$ cat config.mk
export PLATFORM = sky130hd
export DESIGN_NAME = pressure_pipe_reg
export DESIGN_NICKNAME = d
export VERILOG_FILES = /design/src/rtl/pressure_pkg.sv /design/src/rtl/pressure_pipe_stage.sv /design/src/rtl/pressure_pipe_reg.sv
export SDC_FILE = /design/constraint.sdc
export NUM_CORES = 1
export LEC_CHECK = 0
export CAP_MARGIN = 30
export CORE_ASPECT_RATIO = 1.75
export CORE_MARGIN = 3
export CORE_UTILIZATION = 46
export DETAILED_ROUTE_END_ITERATION = 12
export PLACE_DENSITY = 0.9
export SLEW_MARGIN = 5
export SYNTH_ARGS = -nofsm -noshare
export SYNTH_HDL_FRONTEND = slang
export SYNTH_SLANG_ARGS = --single-unit
$ cat constraint.sdc
create_clock -name clk -period 3.34 [get_ports clk]
set_input_delay 0.668 -clock clk [delete_from_list [all_inputs] [get_ports clk]]
set_output_delay 0.668 -clock clk [all_outputs]
set_load 0.01 [all_outputs]
$ cat src/rtl/pressure_pkg.sv
// Shared definitions for the pressure-sensor sample path.
//   ADC_SAMPLE_WIDTH : native width of one ADC pressure sample
//   sample_t         : one ADC sample word
package pressure_pkg;

  localparam int unsigned ADC_SAMPLE_WIDTH = 12;

  typedef logic [ADC_SAMPLE_WIDTH-1:0] sample_t;

endpackage

$ cat src/rtl/pressure_pipe_stage.sv
// One stage of the elastic sample pipeline: a data register plus its valid bit.
// Ports:
//   clk, reset   : rising-edge clock, synchronous active-high reset
//   flush        : clear valid, keep data
//   load         : capture data_in and mark valid
//   drain        : stage hands its sample on; clears valid unless load refills it
//   data_in      : incoming sample
//   data, valid  : registered stage contents
module pressure_pipe_stage
  import pressure_pkg::*;
#(
  parameter int unsigned      WIDTH       = ADC_SAMPLE_WIDTH,
  parameter logic [WIDTH-1:0] RESET_VALUE = '0
) (
  input  logic             clk,
  input  logic             reset,
  input  logic             flush,
  input  logic             load,
  input  logic             drain,
  input  logic [WIDTH-1:0] data_in,
  output logic [WIDTH-1:0] data,
  output logic             valid
);

  logic [WIDTH-1:0] data_q;
  logic             valid_q;

  always_ff @(posedge clk) begin
    if (reset) begin
      data_q  <= RESET_VALUE;
      valid_q <= 1'b0;
    end else if (flush) begin
      // Flush drops samples but leaves the data word as-is.
      valid_q <= 1'b0;
    end else if (load) begin
      data_q  <= data_in;
      valid_q <= 1'b1;
    end else if (drain) begin
      valid_q <= 1'b0;
    end
  end

  assign data  = data_q;
  assign valid = valid_q;

endmodule

$ cat src/rtl/pressure_pipe_reg.sv
// Elastic multi-stage register pipeline for pressure samples with valid/ready
// flow control, synchronous flush and true/complement outputs.
// Ports:
//   clk, reset          : rising-edge clock, synchronous active-high reset
//   flush               : drop every buffered sample (data registers keep contents)
//   in_valid, in_ready  : upstream handshake, d is the sample
//   out_valid, out_ready: downstream handshake, q is the last-stage data
//   q_n                 : bitwise complement of q
//   occupancy           : number of buffered samples; only present when
//                         PRESSURE_PIPE_OCCUPANCY_EN is defined
module pressure_pipe_reg
  import pressure_pkg::*;
#(
  parameter int unsigned      WIDTH       = ADC_SAMPLE_WIDTH,
  parameter int unsigned      DEPTH       = 2,
  parameter logic [WIDTH-1:0] RESET_VALUE = '0
) (
  input  logic                         clk,
  input  logic                         reset,
  input  logic                         flush,
  input  logic                         in_valid,
  output logic                         in_ready,
  input  logic [WIDTH-1:0]             d,
  output logic                         out_valid,
  input  logic                         out_ready,
  output logic [WIDTH-1:0]             q,
  output logic [WIDTH-1:0]             q_n
`ifdef PRESSURE_PIPE_OCCUPANCY_EN
  ,
  output logic [$clog2(DEPTH+1)-1:0]   occupancy
`endif
);

  if (DEPTH < 1) begin : g_bad_depth
    $error("pressure_pipe_reg: DEPTH must be at least 1");
  end

  logic [WIDTH-1:0] stage_data [DEPTH];
  logic [WIDTH-1:0] stage_in   [DEPTH];
  logic [DEPTH-1:0] stage_valid;
  logic [DEPTH-1:0] move;
  logic [DEPTH-1:0] load;
  logic             in_xfer;

  // Ready chain, evaluated from the output side back: a stage moves when the
  // stage after it is empty or is itself moving, so bubbles collapse at once.
  always_comb begin
    move            = '0;
    move[DEPTH-1]   = stage_valid[DEPTH-1] & out_ready;
    for (int i = int'(DEPTH) - 2; i >= 0; i--) begin
      move[i] = stage_valid[i] & (~stage_valid[i+1] | move[i+1]);
    end
  end

  assign in_ready = ~stage_valid[0] | move[0];
  assign in_xfer  = in_valid & in_ready;

  for (genvar g = 0; g < DEPTH; g++) begin : g_stage
    if (g == 0) begin : g_head
      assign stage_in[g] = d;
      assign load[g]     = in_xfer;
    end else begin : g_body
      assign stage_in[g] = stage_data[g-1];
      assign load[g]     = move[g-1];
    end

    pressure_pipe_stage #(
      .WIDTH       (WIDTH),
      .RESET_VALUE (RESET_VALUE)
    ) u_stage (
      .clk     (clk),
      .reset   (reset),
      .flush   (flush),
      .load    (load[g]),
      .drain   (move[g]),
      .data_in (stage_in[g]),
      .data    (stage_data[g]),
      .valid   (stage_valid[g])
    );
  end

  assign out_valid = stage_valid[DEPTH-1];
  assign q         = stage_data[DEPTH-1];
  assign q_n       = ~stage_data[DEPTH-1];

`ifdef PRESSURE_PIPE_OCCUPANCY_EN
  localparam int unsigned OccW = $clog2(DEPTH + 1);

  logic [OccW-1:0] occ_q;
  logic [OccW-1:0] occ_d;
  logic            out_xfer;

  assign out_xfer = move[DEPTH-1];

  always_comb begin
    occ_d = occ_q;
    if (in_xfer && !out_xfer) begin
      occ_d = occ_q + 1'b1;
    end else if (out_xfer && !in_xfer) begin
      occ_d = occ_q - 1'b1;
    end
  end

  always_ff @(posedge clk) begin
    if (reset || flush) begin
      occ_q <= '0;
    end else begin
      occ_q <= occ_d;
    end
  end

  assign occupancy = occ_q;
`endif

endmodule
==> results.tsv <==
stage	metric	value	unit
run_status	status	completed	
setup_path	crit-path max FO	16	
synth	xor and xnor area share after synthesis	0	%
detailed_routing	Pre-antenna DRT Iters	4	
synth	synthesized instance count	130	
synth	most frequent cell after synthesis	nand2b_1	
global_route	first-pass GRT wire length	4.27	mm
placement	buffers added on ports	42	
global_route	initial antenna violation count	0	
synth	largest cells by area after synthesis	dfxtp_1 46%, nand2b_1 15%, mux2i_1 11%	
sta	Slew Viols, Final	0	
synth	adder-cell share of the synthesized area	0	%
synth	Synth Flop Type	dfxtp_1	
layout	total inserted antenna cells	0	
synth	Avg Synthesized Cell Area	8.78	sq um
layout	share of layout cells above drive strength 1	3.59	%
die	die height	71.9	microns
clock_network	htree depth	1	
placement	Placer Congestion	0.738	
die	Chip Width	43.7	microns
synth	Post-synth ARST share	0	%
synth	most instantiated cells after synthesis	27 x nand2b_1, 26 x dfxtp_1, 13 x a21oi_1	
die	Cell Rows	23	
synth	Ys Warns	0	
sta	Fmax	371	MHz
power	leakage power	0.549	nW
placement	DP Wirelength	1.93	mm
hold_path	worst min-delay path class	register to register	
global_route	vias in the first global route	987	
global_route	All-Layer GR Usage	17.4	%
detailed_routing	DRT antenna net count	0	
layout	Nets	185	
detailed_routing	via count	976	
setup_path	crit end category	output port	
die	Top Ports	43	
sta	Hold Fails Final Rpt	0	
synth	cell taking the most area after synthesis	dfxtp_1	
clock_network	clk slew on worst S/H paths	0.09	ns
clock_network	CTS Hold Bufs	0	
sta	skew final	0.00588	ns
synth	EDFF count, synth	0	
clock_network	postcts setup bufs	0	
sta	RSZ-0062 raised after global routing	false	
synth	syn nets	147	
clock_network	post-CTS sizing	0	
die	full die area	3140	sq um
clock_network	Clock Sinks	26	
setup_path	Setup CP Type	primary input to output port	
power	PD cells	401	nW/um^2
sta	Worst Tran Pin Value	1.00	ns
clock_network	root buf cell	clkbuf_8	
layout	Core Util, Final	69.1	%
detailed_routing	Post-route DRC	0	
sta	Setup TNS	0	ns
layout	Layout area overhead	41.1	%
clock_network	CTS tree	done	
die	core area	2330	sq um
sta	Final period util	80.7	%
synth	largest family of logic cells by synthesized area	simple AND/OR/NAND/NOR gates	
detailed_routing	WL/cell	12.8	microns
sta	Slew Limit Headroom	33.0	%
synth	area share of the largest cell type after synthesis	45.6	%
synth	mux contribution to synthesized area	10.5	%
sta	clock period minus worst slack	2.70	ns
global_route	largest net degree at the start of global routing	39	
die	initial core utilization	49.0	%
sta	Finish-stage setup viols	0	
clock_network	Clock Path Buffers	2	
setup_path	Worst EP required	2.67	ns
synth	compound-cell area share of the yosys netlist	11.7	%
synth	fraction of the mapped netlist area in simple logic gates	23.5	%
synth	sequential-to-total area share from yosys stat	45.6	%
setup_path	CP Data Arrival Time	2.03	ns
detailed_routing	routed wire length	2.46	mm
synth	synthesized area	1140	sq um
power	VDD IR-drop max	0.377	mV
clock_network	CTS Buf Count	3	
flow_run	max_cap viols	0	
detailed_routing	drt via density	5.08	
synth	#FFs+latches synth	26	
global_route	grt total ovfl	0	
synth	number of library cell types mapped by synthesis	17	
clock_network	clk_lat worst skew	0.27	ns
detailed_routing	starting DRC count in detailed routing	16	
setup_path	Worst Setup Start Kind	primary input	
where the power goes:
part / internal (mW) / switching (mW)
Clock: 0.160 / 0.102
Combinational: 0.0350 / 0.0230
Sequential: 0.319 / 0.00591
Total: 0.514 / 0.131
per-stage QoR:
stage / cells / power [mW] / hold slack [ns] / worst slack (ns) / cell area (sq um)
floorplan: 130 / 0.363 / 0.442 / 1.55 / 1140
global placement: 188 / 0.387 / 0.459 / 0.658 / 1540
detailed placement: 188 / 0.390 / 0.464 / 0.638 / 1540
CTS: 192 / 0.647 / 0.479 / 0.639 / 1610
global route: 192 / 0.665 / 0.504 / 0.576 / 1610
finish: 192 / 0.645 / 0.477 / 0.645 / 1610
sequential cells by signal, indices dropped and copies added (netlist names):
signal / flops
g_stage.u_stage.data: 24
g_stage.u_stage.valid: 2
metal layers:
layer | part of all wire (%) | track usage [%] | vias up
li1 | - | - | 499
met1 | 40 | 18.5 | 443
met2 | 53 | 32.1 | 28
met3 | 4.2 | 3.02 | 6
met4 | 2.4 | 7.05 | 0
met5 | 0 | 0 | -
logic make-up (layout without fill, tap and decap cells):
family                 count (synthesis)  in the layout
AO/OA/AOI/OAI                         26             26
buffers and inverters                 21             58
flip-flops                            26             26
multiplexers                          12             12
AND/OR/NAND/NOR                       45             45
final cells by class:
type / count / area (sq um)
tap: 25 / 31.3
multi-input combinational: 83 / 522
fill: 193 / 721
sequential: 26 / 520
inverter: 12 / 45.0
timing repair buffer: 42 / 420
clock inverter: 1 / 30.0
clock buffer: 3 / 41.3
worst paths after layout:
path                                            from                                  endpoint  slack, ns  cells after the start
max reg2reg    g_stage[1].u_stage.valid$_SDFFE_PP0P_  g_stage[0].u_stage.data[10]$_SDFFE_PP0P_       1.82                      3
min          g_stage[0].u_stage.data[9]$_SDFFE_PP0P_   g_stage[1].u_stage.data[9]$_SDFFE_PP0P_       0.48                      2
max                                        out_ready                                  in_ready       0.64                      4
min reg2reg  g_stage[0].u_stage.data[9]$_SDFFE_PP0P_   g_stage[1].u_stage.data[9]$_SDFFE_PP0P_       0.48                      2
critical path: stages:
cell and delay [ns]:
clkdlybuf4s50_1 0.45, nor2b_4 0.33, nand2_1 0.09, clkdlybuf4s50_1 0.48
layout by cell type, fill, tap and decap left out, drive strengths merged:
cell	count
a21oi	14
and2b	1
bufinv	1
clkbuf	3
clkdlybuf4s50	42
dfxtp	26
inv	12
mux2i	12
nand2	1
nand2b	27
nand3	12
nor2	1
nor2b	1
nor3	2
o21ai	12
(Power assumes the default switching activity.)
